===== src/rtl/spi_mem_ctrl.sv =====
// Host-side SPI master for the 32x8 SPI memory slave: one word per request, LSB first, owns slave reset.
// Optional feature: define SPI_MEM_CTRL_TIMEOUT_EN to abort a stalled WAIT after TIMEOUT cycles.
module spi_mem_ctrl #(
    parameter int unsigned TIMEOUT = 32
) (
    input  logic       clk,
    input  logic       reset,
    input  logic       req_valid,
    output logic       req_ready,
    input  logic       req_write,
    input  logic [4:0] req_addr,
    input  logic [7:0] req_wdata,
    output logic       rsp_valid,
    output logic [7:0] rsp_rdata,
    output logic       rsp_err,
    output logic       cs_n,
    output logic       sdo,
    input  logic       sdi,
    input  logic       s_ready,
    input  logic       s_op_done,
    output logic       s_rst,
    output logic [2:0] dbg_state
);

    // Host handshake: a request transfers on a clk edge with req_valid && req_ready; req_ready is
    // high only in IDLE and req_* are ignored after the transfer. rsp_valid is a one-cycle strobe, no back-pressure.
    localparam logic [2:0] ST_IDLE    = 3'd0;
    localparam logic [2:0] ST_CMD     = 3'd1;
    localparam logic [2:0] ST_SHIFT   = 3'd2;
    localparam logic [2:0] ST_WAIT    = 3'd3;
    localparam logic [2:0] ST_CAPTURE = 3'd4;
    localparam logic [2:0] ST_RECOVER = 3'd5;

    logic [2:0]  state;
    logic [15:0] frame;
    logic        is_write;
    logic [3:0]  bit_cnt;
    logic [3:0]  last_bit;
    logic [7:0]  cap;

`ifdef SPI_MEM_CTRL_TIMEOUT_EN
    localparam logic [7:0] WAIT_LAST = 8'(TIMEOUT - 1);
    logic [7:0] wait_cnt;
    logic       timed_out;
    logic       rsp_err_q;
    assign rsp_err = rsp_err_q;
`else
    assign rsp_err = 1'b0;
`endif

    assign dbg_state = state;
    assign last_bit  = is_write ? 4'd15 : 4'd7;

    always_ff @(posedge clk) begin
        if (reset) begin
            state     <= ST_IDLE;
            cs_n      <= 1'b1;
            sdo       <= 1'b0;
            s_rst     <= 1'b1;
            req_ready <= 1'b0;
            rsp_valid <= 1'b0;
            rsp_rdata <= 8'h00;
            frame     <= 16'h0000;
            is_write  <= 1'b0;
            bit_cnt   <= 4'd0;
            cap       <= 8'h00;
`ifdef SPI_MEM_CTRL_TIMEOUT_EN
            wait_cnt  <= 8'd0;
            timed_out <= 1'b0;
            rsp_err_q <= 1'b0;
`endif
        end else begin
            rsp_valid <= 1'b0;
            case (state)
                ST_IDLE: begin
                    s_rst <= 1'b0;
                    if (req_valid && req_ready) begin
                        req_ready <= 1'b0;
                        is_write  <= req_write;
                        frame     <= req_write ? {req_wdata, 3'b000, req_addr}
                                               : {8'h00, 3'b000, req_addr};
                        cs_n      <= 1'b0;
                        sdo       <= req_write;
                        bit_cnt   <= 4'd0;
                        state     <= ST_CMD;
                    end else begin
                        req_ready <= 1'b1;
                    end
                end
                // op stays on sdo for two cycles: slave sees select, then samples op
                ST_CMD: begin
                    if (bit_cnt == 4'd1) begin
                        sdo     <= frame[0];
                        frame   <= {1'b0, frame[15:1]};
                        bit_cnt <= 4'd0;
                        state   <= ST_SHIFT;
                    end else begin
                        bit_cnt <= bit_cnt + 4'd1;
                    end
                end
                ST_SHIFT: begin
                    if (bit_cnt == last_bit) begin
                        cs_n  <= 1'b1;
                        sdo   <= 1'b0;
                        state <= ST_WAIT;
`ifdef SPI_MEM_CTRL_TIMEOUT_EN
                        wait_cnt <= 8'd0;
`endif
                    end else begin
                        sdo     <= frame[0];
                        frame   <= {1'b0, frame[15:1]};
                        bit_cnt <= bit_cnt + 4'd1;
                    end
                end
                ST_WAIT: begin
                    if (is_write && s_op_done) begin
                        rsp_valid <= 1'b1;
                        rsp_rdata <= 8'h00;
                        req_ready <= 1'b1;
                        state     <= ST_IDLE;
`ifdef SPI_MEM_CTRL_TIMEOUT_EN
                        rsp_err_q <= 1'b0;
`endif
                    end else if (!is_write && s_ready) begin
                        bit_cnt <= 4'd0;
                        state   <= ST_CAPTURE;
                    end
`ifdef SPI_MEM_CTRL_TIMEOUT_EN
                    else if (wait_cnt == WAIT_LAST) begin
                        s_rst     <= 1'b1;
                        timed_out <= 1'b1;
                        state     <= ST_RECOVER;
                    end else begin
                        wait_cnt <= wait_cnt + 8'd1;
                    end
`endif
                end
                ST_CAPTURE: begin
                    cap     <= {sdi, cap[7:1]};
                    bit_cnt <= bit_cnt + 4'd1;
                    // slave parks after a read; pulse its reset while the last bit lands
                    if (bit_cnt == 4'd7) begin
                        s_rst <= 1'b1;
                        state <= ST_RECOVER;
                    end
                end
                ST_RECOVER: begin
                    s_rst     <= 1'b0;
                    rsp_valid <= 1'b1;
                    req_ready <= 1'b1;
                    state     <= ST_IDLE;
`ifdef SPI_MEM_CTRL_TIMEOUT_EN
                    rsp_rdata <= timed_out ? 8'h00 : cap;
                    rsp_err_q <= timed_out;
                    timed_out <= 1'b0;
`else
                    rsp_rdata <= cap;
`endif
                end
                default: state <= ST_IDLE;
            endcase
        end
    end

endmodule


===== config.mk =====
export PLATFORM = sky130hd
export DESIGN_NAME = spi_mem_ctrl
export DESIGN_NICKNAME = d
export VERILOG_FILES = /design/src/rtl/spi_mem_ctrl.sv
export SDC_FILE = /design/constraint.sdc
export NUM_CORES = 1
export LEC_CHECK = 0
export ABC_AREA = 1
export CAP_MARGIN = 0
export CORE_ASPECT_RATIO = 0.8
export CORE_MARGIN = 2
export CORE_UTILIZATION = 45
export DETAILED_ROUTE_END_ITERATION = 8
export GPL_ROUTABILITY_DRIVEN = 0
export PLACE_DENSITY = 0.71
export SLEW_MARGIN = 15
export SYNTH_ARGS = -nofsm -noshare
export SYNTH_HDL_FRONTEND = slang
export SYNTH_SLANG_ARGS = --single-unit
export TNS_END_PERCENT = 5

===== constraint.sdc =====
create_clock -name clk -period 1.55 [get_ports clk]
set_input_delay 0.155 -clock clk [delete_from_list [all_inputs] [get_ports clk]]
set_output_delay 0.155 -clock clk [all_outputs]
set_load 0.02 [all_outputs]

# ---- After elaboration in Yosys (flattened, before gate mapping)
# Index checks and enable logic that the tools add are counted.
dict set report classes {
  addsub 1
  eq_ne 17
  muxes 35
  reduce_logical 21
}
# op count
set op_table {}
lappend op_table {{$mux 16} 4}
lappend op_table {{$pmux 16 s3} 1}
lappend op_table {{$mux 4} 6}
lappend op_table {{$pmux 4 s5} 1}
lappend op_table {{$mux 3} 6}
lappend op_table {{$ne 2x2->1 const B} 8}
lappend op_table {{$pmux 8 s2} 1}
lappend op_table {{$pmux 3 s5} 1}
lappend op_table {{$reduce_and 5->1} 2}
lappend op_table {{$mux 1} 9}
lappend op_table {{$mux 8} 1}
lappend op_table {{$reduce_and 2->1} 4}
lappend op_table {{$eq 3x2->1 const B} 2}
lappend op_table {{$eq 3x3->1 const B} 2}
lappend op_table {{$pmux 1 s2} 3}
lappend op_table {{$pmux 1 s3} 2}
lappend op_table {{$reduce_and 3->1} 2}
lappend op_table {{$reduce_bool 2->1} 3}
lappend op_table {{$reduce_bool 3->1} 2}
lappend op_table {{$reduce_bool 5->1} 1}
lappend op_table {{$add 4x1->4 const B} 1}
lappend op_table {{$eq 4x1->1 const B} 1}
lappend op_table {{$eq 4x3->1 const B} 1}
lappend op_table {{$eq 4x4->1} 1}
lappend op_table {{7 further kinds} 9}
dict set report totals {
  reg_bits 45
  inputBits 20
  output_inout_bits 17
  elab_cells 85
}

# ---- Logic depth before layout (Yosys ltp)
# Gate-level depths: netlist of run 1.
dict set report logic_depth {
  depth_word 5
  mapped_depth 11
  ltp_nobuf 10
}

# ---- Least setup slack after synthesis of run 1
# Ideal clock, no wire load.
dict set report synth_timing {
  path_kind {register to register}
  startpoint {register state[1] (netlist: dbg_state[1])}
  endpoint {register frame[13]}
  setup_time_ps 113
  t_arrival_ps 1405
  required_ps 1437
  path_slack_ps 33
  stages_incl_launch_ff 11
  path_buffers 1
  cell_sequence {dfxtp_1 > inv_2 > nand2_1 > nor2_2 > nand2_2 > nand2_2 > nor2_4 > nand2_4 > buf_4 > nor2_1 > nor2_1}
}
dict set report synth_via {
  elab_chain_cells 3
  elab_cells_between_ends 9
  classes_between {5 x eq/ne; 1 x mux; 3 x reduce/logical}
}
# item line
set synth_rtl {}
lappend synth_rtl {{start: declaration} 34} ;# logic [2:0] state;
lappend synth_rtl {{start signal: assignment} 56} ;# state <= ST_IDLE;
lappend synth_rtl {{start signal: assignment} 85} ;# state <= ST_CMD;
lappend synth_rtl {{start signal: assignment} 96} ;# state <= ST_SHIFT;
lappend synth_rtl {{$eq 3x2->1, or another cell as far along} 74} ;# case (state)
lappend synth_rtl {{$ne 2x2->1 (no line) or $reduce_bool 3->1 (tied branches)} -}
lappend synth_rtl {{$reduce_and 4->1 (no line)} -}
lappend synth_rtl {{end signal: assignment} 80} ;# frame <= req_write ? {req_wdata, 3'b000, req_addr}
lappend synth_rtl {{end signal: assignment} 94} ;# frame <= {1'b0, frame[15:1]};
lappend synth_rtl {{end signal: assignment} 111} ;# frame <= {1'b0, frame[15:1]};
lappend synth_rtl {{end: declaration} 35} ;# logic [15:0] frame;
# Several ways; a longest one is shown, not always the timed one.
# A chain may end at the register's enable or synchronous reset.

# ---- Worst setup path after layout of run 1
dict set report layout_timing {
  startpoint {register state[0] (netlist: dbg_state[0])}
  endpoint {register state[0] (netlist: dbg_state[0])}
}
dict set report layout_via {
  elab_chain_cells 3
  elab_cells_between_ends 12
  classes_between {9 x eq/ne; 1 x mux; 2 x reduce/logical}
}
# item line
set layout_rtl {}
lappend layout_rtl {{$eq 3x2->1, or another cell as far along} 74}
lappend layout_rtl {{$ne 3x3->1 (no line) or $ne 2x2->1 (tied branches)} -}
lappend layout_rtl {{$reduce_and 5->1 (no line)} -}
# Several ways; a longest one is shown, not always the timed one.

==> results.md, run 1 <==
- HPWL after detailed placement: 3.49 mm
- Seq pwr share: 34.7%
- DRT iter0 DRCs: 107
- Number of port buffers: 35
- Post-synth ARST share: 0%
- Num rows: 22
- RSZ-0062 raised after global routing: true
- Fmax: 659 MHz
- Logic pwr share: 51.2%
- CP Data Arrival Time: 1710 ps
- Int Power: 2.72 mW
- Critical Path Sink Type: register
- Max IR drop VDD: 0.794 mV
- WS Path Type: reg2reg
- Non-filler instance count after layout: 435
- Final hold slack: 453 ps
- CP most frequent cell: nand2_1
- Initial core utilization: 47.2%
- # diodes: 0
- Clock Tree Buf Depth: 2
- NumNets Final: 396
- Area Overhead vs Synth: 26.2%
- Hold Crit Class: reg2reg
- Final hold viol count: 0
- Post-synthesis sequential area ratio: 41.3%
- Critical-path top delay cell: dfxtp_2
- Clk_skew: 8.49 ps
- Skew-Pair Late Insertion Delay: 300 ps
- CTS tree: built
- Hold-fix buffers, CTS: 0
- PwrDens: 1810 mW/mm^2
- Max cap viols: 0
- Placed insts: 427
- Mapped Cells: 332
- Tcrit/Tclk final: 97.8%
- Die H: 66.3 um
- Core ar.: 0.00462 mm^2
- P_leak: 1.22 nW
- GRT Util Overall: 19.0%
- Root buffer cell: clkbuf_8
- Ports: 37
- Startpoint type of the worst setup path: register
- Share of layout cells above drive strength 1: 12.5%
- Antenna Nets Post-Route: 0
- Global-route wire length before repair: 7.91 mm
- Avg WL per Cell: 11.0 um
- Max incr delay on CP: 390 ps
- Synth unique cells: 27
- Syn avg cell area: 6.57 um^2
- Final Setup Violations: 0
- Level count of the clock H-tree: 2
- Most common cell in the netlist: nand2_1
- Result of the run: completed
- Reg2reg start: dbg_state[0]
- Initial antenna violation count: 0
- Vias in the first global route: 1782
- Syn nets: 354
- DR pass1 iterations: 4
- Top cell type's share of synthesized area: 41.3%
- Cell Area, Synth: 0.00218 mm^2
- Post-synth EDFFs: 0
- Proportion of power drawn by the clock network: 14.1%
- Synth area leader: dfxtp_1
- DRC violations left: 0
- P_sw: 2.27 mW
- CTS Buf Count: 5
- Detailed Route WL: 4.80 mm
- Post-CTS setup buffers: 0
- Largest net degree at the start of global routing: 31
- Hold Startpoint: cs_n
- Max FO, Critical Path: 9
- Filler cells: 456
- Flops & latches, synth: 45
- Required time worst endpoint: 1740 ps
- Worst Setup SP: dbg_state[0]
- Ys Warns: 0
- Final Max Tran Viols: 0
- Clk sinks: 45
- Die area: 0.00542 mm^2
- Minimum clock period: 1520 ps
- Routed via count: 2059
- Final core utilization: 59.5%
- Ys flop type: dfxtp_1
- GRT overflow: 0
- Ranking of synthesized cells by area: dfxtp_1, nand2_1, nor2_1
- Top post-synthesis cells by count: nand2_1, nor2_1, dfxtp_1, inv_1, o21ai_0
- Clock transition at path regs: 80 ps
- Routed vias/inst: 4.73
- Worst-path cell chain: nor2_4 -> nand2_1 -> a21oi_1 -> nor2_1 -> nand2_1 -> nand2_1 -> nand2_1 -> nor2_1
- Sw frac: 45.5%
- Die width: 81.8 um
[stage by stage]
| step | cell area [um^2] | power (mW) | TNS (ps) | worst slack [ps] |
|---|---|---|---|---|
| floorplan | 2180 | 3.70 | 0 | 32.7 |
| global placement | 2630 | 4.15 | 0 | 6.71 |
| detailed placement | 2630 | 4.21 | -14.8 | -7.83 |
| CTS | 2720 | 4.93 | -10.8 | -10.8 |
| global route | 2750 | 5.50 | -249 | -75.7 |
| finish | 2750 | 4.98 | 0 | 33.5 |
[per-layer routing]
| layer | routed length (um) | share of wire, % | track usage [%] |
|---|---|---|---|
| met5 | 0 | 0 | 0 |
| met4 | 28 | 0.58 | 5.00 |
| met3 | 260 | 5.4 | 5.33 |
| met2 | 2160 | 45 | 29.6 |
| met1 | 2360 | 49 | 25.8 |
[power by group through the flow]
stage          clock network, mW  registers (mW)  logic, mW
2_1_floorplan                  0            1.73       1.97
3_3_place_gp                   0            1.72       2.42
3_5_place_dp                   0            1.74       2.48
4_1_cts                    0.723            1.72       2.48
5_1_grt                    0.790            1.77       2.94
6_report                   0.704            1.73       2.55
[cell type report]
| type | instances | area, um^2 | share of cell area, % |
|---|---|---|---|
| clock inverters | 3 | 17.5 | 0.636 |
| repair buffers | 46 | 443 | 16.1 |
| well taps | 60 | 75.1 | 2.73 |
| multi-input cells | 241 | 1110 | 40.4 |
| flip-flops and latches | 45 | 906 | 32.9 |
| inverters | 35 | 131 | 4.77 |
| clock buffers | 5 | 68.8 | 2.50 |
[sequential cells by signal, summed over array words and instances (netlist names)]
register / cells
frame: 16
cap: 8
rsp_rdata: 8
bit_cnt: 4
dbg_state: 3
cs_n: 1
is_write: 1
req_ready: 1
rsp_valid: 1
s_rst: 1
sdo: 1
[path summary, 6_finish.rpt]
path,slack (ps),depth (start not counted),endpoint
setup / recovery,30,8,dbg_state[0]
hold / removal,450,2,cs_n
setup reg to reg,30,8,dbg_state[0]
hold reg to reg,450,2,cs_n
[cells by family after synthesis]
family | count (synthesis) | share of synthesized area [%]
DFF | 45 | 41.3
buffers and inverters | 46 | 9.18
adders and majority gates | 2 | 1.15
and+or+nand+nor | 193 | 37.4
AOI/OAI and AO/OA | 44 | 10.4
xor gates and xnor gates | 1 | 0.402
other | 1 | 0.172
[worst max-delay path, delay by kind of cell (launching register included)]
family	cells	cell delay, ps
compound gates	1	270
simple gates	7	750
flops	1	390
[placed cells by master (no fill, tap or decap)]
cell and n:
nor2_2 3, conb_1 1, dlygate4sd2_1 2, o21ai_0 20, nand2_2 3, nand4_1 1
ha_1 2, o21ai_1 5, buf_4 10, dfxtp_1 41, nand3_1 10, clkinv_1 1
a31oi_1 2, nor3_4 1, nand3_2 4, xor2_1 1, clkdlybuf4s50_1 33, buf_12 1
nor2_4 5, clkinv_2 2, nand2_1 102, clkinvlp_4 1, nor2_1 62, dfxtp_2 4
o21ai_2 1, inv_2 6, clkbuf_8 5, nand2_8 1, nor3_1 1, a21oi_1 16
inv_1 28
[what timing repair did]
action | in CTS | in global routing
pin swaps | 0 | 1
gates resized for setup | 6 | 8
setup endpoints to repair | 23 | 24
hold endpoints to repair | 0 | 0
Note: power is estimated with default switching activity, not from simulation.
==> run 2: changes to the inputs <==
Settings changed: PLACE_DENSITY 0.71 to 0.7.
==> run 2 against run 1 <==
  * Wire length is 2.2% lower
  * Cell area is 2.2% higher
  * Maximum frequency rose by 1.9%
  * Clock power up 27%
  * Highest routed layer unchanged
==> results.md, run 2 (synthesis results as in run 1) <==
- Result of the run: completed
- CTS Buf Count: 5
- Area Overhead vs Synth: 29.0%
- Final Max Tran Viols: 0
- Routed vias/inst: 4.72
- Share of layout cells above drive strength 1: 12.2%
- Root buffer cell: clkbuf_8
- Global-route wire length before repair: 7.60 mm
- Commonest non-fill, non-tap cell in the layout: nand2_1
- DR pass1 iterations: 4
- DRT iter0 DRCs: 118
- Number of port buffers: 35
- Reg2reg start: bit_cnt[0]
- Core ar.: 0.00462 mm^2
- Setup crit end: frame[14]
- Num rows: 22
- GRT Util Overall: 18.4%
- Ports: 37
- Skew-Pair Late Insertion Delay: 290 ps
- Placed insts: 426
- Largest Register: frame
- R2R cell count: 8
- Level count of the clock H-tree: 2
- GRT overflow: 0
- Hold Crit Class: reg2reg
- DRC violations left: 0
- Critical-path top delay cell: dfxtp_1
- Clock transition at path regs: 80 ps
- Die area: 0.00542 mm^2
- WS Path Type: reg2reg
- Largest net degree at the start of global routing: 31
- Routed via count: 2058
- # diodes: 0
- Die width: 81.8 um
- P_leak: 1.24 nW
- RSZ-0062 raised after global routing: true
- Non-filler instance count after layout: 436
- Max FO, Critical Path: 26
- Avg WL per Cell: 10.8 um
- HPWL after detailed placement: 3.40 mm
- FF-to-FF End: frame[14]
- R2R setup slack: 60 ps
- Critical Path Sink Type: register
- Vias in the first global route: 1696
- Worst Setup SP: bit_cnt[0]
- Minimum clock period: 1490 ps
- CTS tree: built
- Clk sinks: 45
- Final hold viol count: 0
- Startpoint type of the worst setup path: register
- Max incr delay on CP: 370 ps
- Final hold slack: 459 ps
- Final Setup Violations: 0
- Antenna Nets Post-Route: 0
- PwrDens: 1880 mW/mm^2
- Max IR drop VDD: 0.987 mV
- Die H: 66.3 um
- Max cap viols: 0
- NumNets Final: 397
- Most frequent cells in the layout: nand2_1, nor2_1, dfxtp_1
- Required time worst endpoint: 1740 ps
- Number of flip-flops in the largest register: 16
- Clk_skew: 7.53 ps
- Initial antenna violation count: 0
- CP Data Arrival Time: 1670 ps
- CP most frequent cell: nand2_1
- Detailed Route WL: 4.70 mm
- Worst-path cell chain: ha_1 -> nand2_1 -> a21oi_1 -> nand3_4 -> nand2_8 -> nand2_1 -> nand2_1 -> nor2_1
- Initial core utilization: 47.2%
- Tcrit/Tclk final: 96.0%
- Largest registers: frame x16, cap x8, rsp_rdata x8
- Fmax: 672 MHz
- Clock Tree Buf Depth: 2
[run 2: changes by cell type in the layout (fill, tap and decap cells not counted), sizes merged]
cell      change
buf           +1
bufinv        +1
clkbuf        +2
clkinv        -2
clkinvlp      -1
[run 2: what timing repair did]
item,in CTS,in global routing
hold buffers,0,0
endpoints found under the setup margin,19,23
pin swaps,0,2
resized for setup,5,11
hold endpoints to repair,0,0
buffers inserted,0,2
[run 2: layout make-up]
type                       count  area, um^2
clock buffer                   7        86.3
clock inverter                 1        30.0
fill                         456        1810
inverter                      35         131
multi-input combinational    241        1120
sequential                    45         911
tap                           60        75.1
timing repair buffer          47         463
[run 2: metal layers]
metal  up-vias  GRT usage, %  part of all wire, %
met3         9          4.37                  4.0
li1       1108             -                    -
met2        35          27.1                   42
met4         0          7.92                  1.9
met5         -             0                    0
met1       906          25.3                   52
[run 2: how the worst min path moves through the flow]
stage	start	to	slack [ps]	depth (start not counted)
after CTS	rsp_rdata[1]	rsp_rdata[1]	470	2
after global placement	rsp_rdata[2]	rsp_rdata[2]	450	2
after detailed placement	rsp_rdata[1]	rsp_rdata[1]	450	2
after global routing	rsp_rdata[5]	rsp_rdata[5]	490	2
final	rsp_rdata[1]	rsp_rdata[1]	460	2
after floorplan	sdi	cap[7]	320	2
[run 2: worst max-delay path: cells and delay by family, from the launching register on]
family	cells	cell delay, ps
AO/OA/AOI/OAI	1	220
adder cells (fa/ha/maj)	1	180
flip-flops	1	370
AND/OR/NAND/NOR	6	600
[run 2: power by group]
part	switching [mW]	internal (mW)
Combinational	1.67	0.997
Sequential	0.230	1.50
Clock	0.371	0.525
Total	2.27	3.02
[run 2: stage by stage]
stage / cell area, um^2 / worst slack, ps / TNS (ps) / util, % / power (mW)
6_report: 2810 / 61.5 / 0 / 60.8 / 5.29
5_1_grt: 2810 / -12.6 / -22.6 / 60.8 / 5.80
4_1_cts: 2750 / 10.7 / 0 / 59.5 / 5.18
3_5_place_dp: 2630 / -17.7 / -89.5 / 56.8 / 4.23
3_3_place_gp: 2630 / 4.11 / 0 / 56.8 / 4.18
2_1_floorplan: 2180 / 32.7 / 0 / - / 3.70
